**src/rtl/alu_pkg.sv**
```systemverilog
// Shared opcode encodings and status-flag layout for the piRISC integer ALU.
// Opcode = {alt, funct3[2:0], rtype}; SLTU/SRL/SRA decode only with ALU_SHIFT_EXT_EN.
package alu_pkg;

  localparam logic [4:0] OP_ADD  = 5'b00001;
  localparam logic [4:0] OP_SUB  = 5'b10001;
  localparam logic [4:0] OP_SLL  = 5'b00011;
  localparam logic [4:0] OP_SLT  = 5'b00101;
  localparam logic [4:0] OP_SLTU = 5'b00111;
  localparam logic [4:0] OP_XOR  = 5'b01001;
  localparam logic [4:0] OP_SRL  = 5'b01011;
  localparam logic [4:0] OP_SRA  = 5'b11011;
  localparam logic [4:0] OP_OR   = 5'b01101;
  localparam logic [4:0] OP_AND  = 5'b01111;

  typedef struct packed {
    logic ovf;
    logic carry;
    logic neg;
    logic zero;
  } alu_flags_t;

endpackage

```
**src/rtl/alu_addsub.sv**
```systemverilog
// WIDTH-bit adder/subtractor (a + b, or a + ~b + 1) with carry-out and signed overflow.
// The subtract path doubles as the signed/unsigned comparator for SLT/SLTU.
module alu_addsub #(
  parameter int WIDTH = 32
) (
  input  logic [WIDTH-1:0] a_i,
  input  logic [WIDTH-1:0] b_i,
  input  logic             sub_i,
  output logic [WIDTH-1:0] sum_o,
  output logic             carry_o,
  output logic             ovf_o
);

  logic [WIDTH-1:0] b_eff;
  logic [WIDTH:0]   total;

  assign b_eff   = sub_i ? ~b_i : b_i;
  assign total   = {1'b0, a_i} + {1'b0, b_eff} + {{WIDTH{1'b0}}, sub_i};
  assign sum_o   = total[WIDTH-1:0];
  assign carry_o = total[WIDTH];
  // Overflow when effective operand signs match but the result sign flips.
  assign ovf_o   = (a_i[WIDTH-1] == b_eff[WIDTH-1]) && (sum_o[WIDTH-1] != a_i[WIDTH-1]);

endmodule

```
**src/rtl/alu.sv**
```systemverilog
// Combinational RV32I R-type ALU with a registered {ovf, carry, neg, zero} status register.
// Define ALU_SHIFT_EXT_EN to add SLTU, SRL and SRA.
module alu
  import alu_pkg::*;
#(
  parameter int WIDTH    = 32,
  parameter int OP_WIDTH = 5
) (
  output logic [WIDTH-1:0]    out,
  input  logic [OP_WIDTH-1:0] opcode,
  input  logic [WIDTH-1:0]    a,
  input  logic [WIDTH-1:0]    b,
  input  logic                clk,
  input  logic                rst,
  output logic [3:0]          flags
);

  localparam int SHW = $clog2(WIDTH);

  logic [WIDTH-1:0] sum;
  logic             add_carry;
  logic             add_ovf;
  logic             sub_sel;
  logic             lt_s;
  logic [SHW-1:0]   shamt;
  alu_flags_t       flags_d;
  alu_flags_t       flags_q;

  // Everything except ADD runs the adder in subtract mode (SUB, SLT, SLTU compare).
  assign sub_sel = (opcode != OP_ADD);
  assign shamt   = b[SHW-1:0];

  alu_addsub #(.WIDTH(WIDTH)) u_addsub (
    .a_i     (a),
    .b_i     (b),
    .sub_i   (sub_sel),
    .sum_o   (sum),
    .carry_o (add_carry),
    .ovf_o   (add_ovf)
  );

  assign lt_s = sum[WIDTH-1] ^ add_ovf;

  always_comb begin
    out = '0;
    case (opcode)
      OP_ADD:  out = sum;
      OP_SUB:  out = sum;
      OP_SLL:  out = a << shamt;
      OP_SLT:  out = {{(WIDTH-1){1'b0}}, lt_s};
      OP_XOR:  out = a ^ b;
      OP_OR:   out = a | b;
      OP_AND:  out = a & b;
`ifdef ALU_SHIFT_EXT_EN
      // a - b borrows exactly when a < b unsigned.
      OP_SLTU: out = {{(WIDTH-1){1'b0}}, ~add_carry};
      OP_SRL:  out = a >> shamt;
      OP_SRA:  out = $signed(a) >>> shamt;
`endif
      default: out = '0;
    endcase
  end

  always_comb begin
    flags_d       = '0;
    flags_d.zero  = (out == '0);
    flags_d.neg   = out[WIDTH-1];
    if ((opcode == OP_ADD) || (opcode == OP_SUB)) begin
      flags_d.carry = add_carry;
      flags_d.ovf   = add_ovf;
    end
  end

  always_ff @(posedge clk) begin
    if (rst) flags_q <= '0;
    else     flags_q <= flags_d;
  end

  assign flags = flags_q;

endmodule

```
**config.mk**
```make
export PLATFORM = sky130hd
export DESIGN_NAME = alu
export DESIGN_NICKNAME = d
export VERILOG_FILES = /design/src/rtl/alu_pkg.sv /design/src/rtl/alu_addsub.sv /design/src/rtl/alu.sv
export SDC_FILE = /design/constraint.sdc
export NUM_CORES = 1
export LEC_CHECK = 0
export ABC_AREA = 1
export CAP_MARGIN = 20
export CELL_PAD_IN_SITES_DETAIL_PLACEMENT = 0
export CELL_PAD_IN_SITES_GLOBAL_PLACEMENT = 2
export CORE_MARGIN = 2
export CORE_UTILIZATION = 30
export DETAILED_ROUTE_END_ITERATION = 10
export DONT_BUFFER_PORTS = 1
export GPL_ROUTABILITY_DRIVEN = 0
export PLACE_DENSITY_LB_ADDON = 0.1
export SLEW_MARGIN = 20
export SYNTH_ARGS = -nofsm -noshare
export SYNTH_HDL_FRONTEND = slang
export SYNTH_SLANG_ARGS = --single-unit
```
**constraint.sdc**
```tcl
create_clock -name clk -period 5.4 [get_ports clk]
set_clock_uncertainty 0.2 [all_clocks]
set_input_delay 0.54 -clock clk [delete_from_list [all_inputs] [get_ports clk]]
set_output_delay 0.54 -clock clk [all_outputs]
set_load 0.1 [all_outputs]
```
==> results of run 1 <==
[stage by stage]
step                total power, uW  hold WS (ns)  instance area [um^2]
finish                          831         0.174                  6970
global route                    911         0.180                  6970
CTS                             830         0.174                  6970
detailed placement              708         0.413                  6900
global placement                713         0.415                  6900
floorplan                       568         0.409                  6550
[per-layer routing]
| layer | wire (um) | vias to the layer above |
|---|---|---|
| met5 | 0 | - |
| met4 | 467 | 0 |
| met3 | 1470 | 25 |
| met2 | 13300 | 165 |
| met1 | 14900 | 3597 |
| li1 | - | 3883 |
[worst paths after layout]
path      start  cells past startpoint             endpoint  slack (ns)
max   opcode[0]                     16              out[31]        0.74
min         rst                      1  flags[1]$_SDFF_PP0_        0.17
[power by group]
part	total (uW)	internal, uW	switching (uW)
combinational	674	198	476
sequential	37.7	30.7	7.03
clock	119	94.9	24.4
total	831	323	508
[logic make-up after synthesis]
kind of cell    count (synthesis)  share of synthesized area [%]
xor+xnor                       33                           4.41
buf+inv                       243                           15.8
compound gates                183                           16.4
fa+ha+maj                     100                           19.2
flops                           4                           1.22
mux                             3                          0.458
simple gates                  637                           42.5
[final cells by class]
cell class                 count  share of cell area [%]
inverter                     199                    10.8
tap                          280                    5.03
multi-input combinational    956                    78.3
sequential                     4                    1.15
clock buffer                   3                    1.08
timing repair buffer          33                    3.73
[cell usage in the layout (no fill, tap or decap), drive strengths merged, types with 9 or more instances in the layout]
master,instances
nor3,13
ha,99
nand2,329
o21ai,72
o211ai,9
nor2,107
nand4,11
a221oi,13
inv,198
buf,33
nand3,161
xor2,33
a21oi,55
==> flow_metrics.py, run 1 <==
metrics = {
    "floorplanning": {
        "die_height_um": 152,
        "ios": 107,
        "die_w_um": 152,
        "coreArea_um2": 21600,
        "dieArea_um2": 23000,
        "initial_core_util_pct": 30.3,
        "rows": 54,
    },
    "routing": {
        "drtIter0Drc": 533,
        "post_drt_wl_per_cell_um": 20.5,
        "drc": 0,
        "firstDrtPassIters": 5,
        "ant_nets": 0,
        "routed_wirelength_um": 30200,
        "vias_per_cell": 5.20,
        "via_count": 7670,
    },
    "worst_setup_path": {
        "worst_path_most_repeated_cell": "nand2_1",
        "critPathSlowestCell": "nand2_2",
        "critPathMaxFanout": 32,
        "required_ns": 4.66,
        "endpoint_kind": "output pin",
        "path_class": "in -> out",
        "critPathBufInv": 3,
        "crit_arrival_ns": 3.92,
        "critPathTopFamily": "simple AND/OR/NAND/NOR gates",
        "startpoint_type": "primary input",
        "slowest_delay_ns": 0.42,
        "path_cells": "inv_1 > nor2_1 > nand2_1 > nor2_4 > buf_12 > xor2_1 > inv_1 > ha_1 > a21oi_1 > a21boi_0 > o21ai_0 > a31oi_1 > nand3_1 > nand2_1 > nand2_1 > nand2_2",
    },
    "clock_network": {
        "hold_buffers": 0,
        "ctsRootBufferMaster": "clkbuf_16",
        "cts.sinks": 4,
        "cts_tree": "done",
        "clkTransAtPathRegs_ns": 0.03,
        "numCtsBuffers": 3,
        "post_cts_resized": 0,
        "cts_buffer_depth": 2,
        "h-tree-depth": 1,
        "post_cts_buffers": 0,
    },
    "timing": {
        "period_share_pct": 86.3,
        "slew_viol_final": 0,
        "fmax_ghz": 0.215,
        "setup_violations": 0,
        "setup_ws_ns": 0.738,
        "final-hold-violation-count": 0,
        "rsz0062_at_grt": "false",
        "period_needed_ns": 4.66,
        "max_slew_margin_pct": 31.4,
        "setup_tns_ns": 0,
        "tightest_slew_ns": 1.03,
    },
    "logic_synthesis": {
        "synth.cell_area_um2": 6550,
        "ys.flop_type": "dfxtp_1",
        "netlist-cell-type-count": 48,
        "synth_most_common_cell": "nand2_1",
        "ys_ff_latch": 4,
        "syn_area_per_cell_um2": 5.45,
        "syn_nets": 1374,
        "synth_cells": 1203,
        "synth_commonest_cells": "310 x nand2_1, 191 x inv_1, 155 x nand3_1",
        "synth-seq-area-share_pct": 1.22,
        "ys_top_cells_by_area": "ha_1 19%, nand2_1 18%, nand3_1 12%, inv_1 11%, nor2_1 6.0%",
        "synth-edff-count": 0,
        "ys_warn_count": 0,
        "yosysTopAreaCell": "ha_1",
        "ys_async_sr_fraction_pct": 0,
        "synth_top_area_share_pct": 18.9,
    },
    "grt": {
        "busiest_layer": "met2",
        "grt_usage_pct": 25.4,
        "grt_pass1_wl_um": 45700,
        "antenna_found_initial": 0,
        "grtUsageMet1_pct": 37.5,
        "use_met3_pct": 2.71,
        "grt_overflow_total": 0,
        "grt_max_degree": 56,
        "first_global_vias": 7378,
        "met2_usage_pct": 40.6,
    },
    "final_layout": {
        "fin_cells": 1475,
        "finish.utilization_pct": 32.2,
        "largest_reg_flops": 4,
        "nNetsFinal": 1368,
        "drive_above_1_share_pct": 6.78,
        "antenna_cells": 0,
        "num-fill-cells": 2576,
        "seq_area_um2": 80.1,
        "multi_input_area_um2": 5460,
        "syn2layout_area_growth_pct": 6.36,
    },
    "min_path": {
        "hold_class": "in -> reg",
    },
    "pwr": {
        "leakage_uw": 0.00401,
        "powerDensity_nw_per_um2": 119,
        "ir_drop_mv": 0.0808,
    },
    "run": {
        "cap_violations": 0,
    },
    "placement": {
        "pre_cts_ws_ns": 0.842,
        "dpl.hpwl_um": 25300,
        "placed_cells": 1472,
        "port_buffers": 0,
    },
    "status": {
        "status": "finished clean",
    },
}
(Power assumes the default switching activity.)
==> inputs of run 2 (changes only) <==
--- a/config.mk
+++ b/config.mk
@@ -7,14 +7,11 @@
 export LEC_CHECK = 0
 export ABC_AREA = 1
 export CAP_MARGIN = 20
-export CELL_PAD_IN_SITES_DETAIL_PLACEMENT = 0
-export CELL_PAD_IN_SITES_GLOBAL_PLACEMENT = 2
 export CORE_MARGIN = 2
 export CORE_UTILIZATION = 30
 export DETAILED_ROUTE_END_ITERATION = 10
 export DONT_BUFFER_PORTS = 1
 export GPL_ROUTABILITY_DRIVEN = 0
-export PLACE_DENSITY_LB_ADDON = 0.1
 export SLEW_MARGIN = 20
 export SYNTH_ARGS = -nofsm -noshare
 export SYNTH_HDL_FRONTEND = slang
==> flow_metrics.py, run 2 (synthesis results as in run 1) <==
metrics = {
    "status": {
        "status": "finished clean",
    },
    "clock_network": {
        "post_cts_buffers": 0,
        "hold_buffers": 0,
        "numCtsBuffers": 3,
        "ctsRootBufferMaster": "clkbuf_16",
        "post_cts_resized": 0,
        "h-tree-depth": 1,
        "clkTransAtPathRegs_ns": 0.03,
        "cts_buffer_depth": 2,
        "cts.sinks": 4,
        "cts_tree": "done",
    },
    "pwr": {
        "swShare_pct": 60.4,
        "ir_drop_mv": 0.0997,
        "p_clk_share_pct": 14.1,
        "powerDensity_nw_per_um2": 117,
        "p_int_uw": 322,
        "p_seq_share_pct": 4.6,
        "p_switching_uw": 492,
        "power_frac_comb_pct": 81.2,
        "leakage_uw": 0.00402,
    },
    "floorplanning": {
        "ios": 107,
        "die_w_um": 152,
        "coreArea_um2": 21600,
        "initial_core_util_pct": 30.3,
        "dieArea_um2": 23000,
        "rows": 54,
        "die_height_um": 152,
    },
    "worst_setup_path": {
        "path_class": "in -> out",
        "endpoint_kind": "output pin",
        "timing.critical_path.from": "opcode[0]",
        "cp-endpoint": "out[27]",
        "crit_arrival_ns": 3.93,
        "critPathMaxFanout": 32,
        "startpoint_type": "primary input",
        "required_ns": 4.66,
    },
    "final_layout": {
        "largest_reg_flops": 4,
        "drive_above_1_share_pct": 6.93,
        "syn2layout_area_growth_pct": 6.40,
        "seq_area_um2": 80.1,
        "nNetsFinal": 1370,
        "num-fill-cells": 2471,
        "layout_common_cells": "310 x nand2_1, 191 x inv_1, 155 x nand3_1",
        "antenna_cells": 0,
        "final_common_cell": "nand2_1",
        "multi_input_area_um2": 5460,
    },
    "placement": {
        "dpl.hpwl_um": 21500,
        "port_buffers": 0,
    },
    "grt": {
        "first_global_vias": 7300,
        "grt_pass1_wl_um": 39700,
        "antenna_found_initial": 0,
        "grt_max_degree": 56,
        "grt_overflow_total": 0,
        "grt_usage_pct": 21.3,
    },
    "timing": {
        "period_needed_ns": 4.67,
        "tightest_slew_ns": 0.948,
        "hold_ws_ns": 0.182,
        "slew_viol_final": 0,
        "fmax_ghz": 0.214,
        "setup_tns_ns": 0,
        "setup_violations": 0,
        "max_slew_margin_pct": 36.7,
        "final-hold-violation-count": 0,
        "period_share_pct": 86.5,
        "rsz0062_at_grt": "false",
    },
    "routing": {
        "ant_nets": 0,
        "via_count": 7853,
        "drc": 0,
        "drtIter0Drc": 729,
        "routed_wirelength_um": 25800,
        "firstDrtPassIters": 6,
        "vias_per_cell": 5.32,
        "post_drt_wl_per_cell_um": 17.4,
    },
    "min_path": {
        "hold_class": "in -> reg",
    },
    "run": {
        "cap_violations": 0,
    },
}
==> run 2: cell types whose count changed in the layout (fill, tap and decap cells not counted), sizes merged <==
cell / change
buf: +2
==> run 2: how the worst min path moves through the flow <==
stage	slack, ns	cells after the start	from	endpoint
global route	0.19	1	rst	flags[1]$_SDFF_PP0_
detailed placement	0.41	1	rst	flags[1]$_SDFF_PP0_
global placement	0.41	1	rst	flags[1]$_SDFF_PP0_
finish	0.18	1	rst	flags[1]$_SDFF_PP0_
CTS	0.18	1	rst	flags[1]$_SDFF_PP0_
floorplan	0.41	1	rst	flags[1]$_SDFF_PP0_
==> run 2: power groups by stage <==
stage          logic (uW)  clock network [uW]  registers (uW)
3_3_place_gp          642                   0            38.0
2_1_floorplan         530                   0            37.9
5_1_grt               733                 120            37.7
3_5_place_dp          647                   0            38.0
4_1_cts               651                 115            37.6
6_report              661                 115            37.6
==> run 2: routing by layer <==
metal  GRT usage (%)  share of wire [%]  vias up
li1                -                  -     3899
met1            26.5                 42     3575
met2            36.5                 46      321
met3            4.25                8.2       58
met4            7.43                4.2        0
met5               0                  0        -
==> run 2: layout make-up <==
cell class | count | share of cell area (%)
timing repair buffer | 35 | 3.77
sequential | 4 | 1.15
clock buffer | 3 | 1.08
inverter | 199 | 10.7
multi-input combinational | 956 | 78.2
tap | 280 | 5.02
==> run 2: per-stage QoR <==
stage          total power, uW  instance area, um^2  util, %  std cells  worst slack [ns]
6_report                   814                 6970     32.3       1477             0.728
3_3_place_gp               680                 6900     31.9       1474             0.858
4_1_cts                    803                 6970     32.3       1477             0.784
2_1_floorplan              568                 6550        -       1203             0.438
5_1_grt                    891                 6970     32.3       1477             0.334
3_5_place_dp               685                 6900     31.9       1474             0.782
==> run 2: critical path, cell delays in order <==
cell	delay (ns)
inv_1	0.02
nor2_1	0.27
nand2_1	0.17
nor2_4	0.10
buf_4	0.44
xor2_1	0.19
inv_1	0.06
ha_1	0.37
nand2_1	0.13
nor2_1	0.16
inv_1	0.07
nor3_1	0.14
nand2_1	0.10
nand2_2	0.11
nand3_1	0.08
nand2_1	0.09
or2_0	0.11
nand3_1	0.06
nand2_1	0.71
==> inputs of run 3 (changes only) <==
--- a/config.mk
+++ b/config.mk
@@ -15,4 +15,5 @@
 export SLEW_MARGIN = 20
 export SYNTH_ARGS = -nofsm -noshare
 export SYNTH_HDL_FRONTEND = slang
+export SYNTH_HIERARCHICAL = 1
 export SYNTH_SLANG_ARGS = --single-unit
==> flow_metrics.py, run 3 <==
metrics = {
    "status": {
        "status": "finished clean",
    },
    "final_layout": {
        "drive_above_1_share_pct": 6.88,
        "layout_common_cells": "336 x nand2_1, 226 x nand3_1, 145 x nor2_1",
        "antenna_cells": 0,
        "num-fill-cells": 2442,
        "syn2layout_area_growth_pct": 6.04,
        "final_common_cell": "nand2_1",
        "seq_area_um2": 80.1,
        "nNetsFinal": 1377,
        "largest_reg_flops": 4,
        "multi_input_area_um2": 5630,
        "final_cell_area_um2": 6940,
    },
    "floorplanning": {
        "rows": 54,
        "initial_core_util_pct": 30.3,
        "die_w_um": 152,
        "dieArea_um2": 23000,
        "ios": 107,
        "coreArea_um2": 21600,
        "die_height_um": 152,
    },
    "logic_synthesis": {
        "syn_area_per_cell_um2": 5.37,
        "synth-adder-area-share_pct": 18.9,
        "synth-xor-area-share_pct": 6.96,
        "ys_warn_count": 6,
        "synth-edff-count": 0,
        "synth-seq-area-share_pct": 1.22,
        "yosysTopAreaCell": "nand2_1",
        "synth_top_family_by_area": "simple AND/OR/NAND/NOR gates",
        "synth_cells": 1218,
        "syn_nets": 1387,
        "netlist-cell-type-count": 44,
        "ys.flop_type": "dfxtp_1",
        "synth_top_area_share_pct": 19.3,
        "muxShareOfSynthArea_pct": 0,
        "synth_most_common_cell": "nand2_1",
        "ys_ff_latch": 4,
        "synth.cell_area_um2": 6540,
        "synth_compound_area_share_pct": 8.34,
        "ys_async_sr_fraction_pct": 0,
        "yosys.area_share.simple_pct": 51.7,
        "ys_top_cells_by_area": "nand2_1 19%, ha_1 19%, nand3_1 17%, nor2_1 8.4%, inv_1 7.9%",
        "synth_commonest_cells": "337 x nand2_1, 226 x nand3_1, 147 x nor2_1",
    },
    "pwr": {
        "leakage_uw": 0.00386,
        "ir_drop_mv": 0.0738,
        "powerDensity_nw_per_um2": 119,
    },
    "placement": {
        "placed_area_um2": 6860,
        "port_buffers": 0,
        "dpl.hpwl_um": 20800,
        "pre_cts_ws_ns": 0.503,
    },
    "worst_setup_path": {
        "crit_arrival_ns": 4.21,
        "worst_path_most_repeated_cell": "nand2_1",
        "critPathTopFamily": "simple AND/OR/NAND/NOR gates",
        "path_class": "in -> out",
        "path_cells": "inv_2 > nand2_1 > nor2_1 > nand2_2 > buf_4 > xor2_1 > ha_1 > a21oi_1 > o21ai_0 > a21oi_1 > nor2_1 > nor2_1 > nand2_1 > nand2_1 > nand2_1 > nand2_1 > nand2_1 > a211oi_1 > nand2_1 > nor2_1 > inv_1",
        "startpoint_type": "primary input",
        "required_ns": 4.66,
        "slowest_delay_ns": 0.46,
        "critPathBufInv": 3,
        "critPathSlowestCell": "inv_1",
        "critPathMaxFanout": 20,
        "endpoint_kind": "output pin",
    },
    "routing": {
        "post_drt_wl_per_cell_um": 16.8,
        "drtIter0Drc": 699,
        "routed_wirelength_um": 25000,
        "via_count": 7857,
        "vias_per_cell": 5.29,
        "ant_nets": 0,
        "drc": 0,
        "firstDrtPassIters": 7,
    },
    "timing": {
        "fmax_ghz": 0.202,
        "tightest_slew_ns": 0.965,
        "period_needed_ns": 4.95,
        "final-hold-violation-count": 0,
        "slew_viol_final": 0,
        "setup_violations": 0,
        "period_share_pct": 91.7,
        "setup_tns_ns": 0,
        "rsz0062_at_grt": "false",
        "setup_ws_ns": 0.450,
        "max_slew_margin_pct": 35.6,
    },
    "clock_network": {
        "post_cts_buffers": 0,
        "clkTransAtPathRegs_ns": 0.03,
        "cts_tree": "done",
        "numCtsBuffers": 3,
        "h-tree-depth": 1,
        "ctsRootBufferMaster": "clkbuf_16",
        "cts.sinks": 4,
        "cts_buffer_depth": 2,
        "hold_buffers": 0,
        "post_cts_resized": 0,
    },
    "run": {
        "cap_violations": 0,
    },
    "min_path": {
        "hold_class": "in -> reg",
    },
    "grt": {
        "grt_usage_pct": 21.3,
        "antenna_found_initial": 0,
        "grt_overflow_total": 0,
        "grt_max_degree": 41,
        "first_global_vias": 7401,
        "grt_pass1_wl_um": 38700,
    },
}
run 3: changes by cell type after synthesis, moves of 8 or more:
| cell | delta |
|---|---|
| a21oi_1 | -12 |
| a221oi_1 | -13 |
| a31oi_1 | -8 |
| inv_1 | -53 |
| nand2_1 | +27 |
| nand3_1 | +71 |
| nand4_1 | +9 |
| nor2_1 | +43 |
| o21ai_0 | -28 |
| o21ai_1 | -18 |
| xor2_1 | +16 |
run 3: path summary, 6_finish.rpt:
path,from,to,depth (start not counted),slack (ns)
worst min-delay path,rst,flags[2]$_SDFF_PP0_,1,0.18
worst max-delay path,opcode[1],out[30],21,0.45
run 3: per-stage QoR:
stage	std cells	total power, uW	util (%)	hold slack, ns
2_1_floorplan	1218	581	-	0.416
3_3_place_gp	1483	697	31.7	0.421
6_report	1486	829	32.1	0.183
4_1_cts	1486	822	32.1	0.184
3_5_place_dp	1483	699	31.7	0.422
5_1_grt	1486	905	32.1	0.184
run 3: routing by layer:
metal	GRT usage (%)	wire length [um]
met1	27.3	10500
met2	34.4	10900
met3	3.35	2140
met4	11.1	1500
met5	0	0
run 3: layout make-up:
class | count | share of cell area (%)
multi-input combinational | 1018 | 81.1
inverter | 148 | 8.04
tap | 280 | 5.05
timing repair buffer | 33 | 3.57
sequential | 4 | 1.15
clock buffer | 3 | 1.08
run 3: kinds of logic (layout without fill, tap and decap cells):
| kind of cell | Yosys count | count (layout) |
|---|---|---|
| buffers and inverters | 196 | 184 |
| adders and majority gates | 98 | 98 |
| DFF | 4 | 4 |
| AOI/OAI and AO/OA | 94 | 94 |
| and+or+nand+nor | 774 | 774 |
| xor gates and xnor gates | 52 | 52 |
run 3: report_power, final:
group / internal (uW) / switching [uW]
clock: 95.0 / 25.2
combinational: 201 / 469
sequential: 30.7 / 7.63
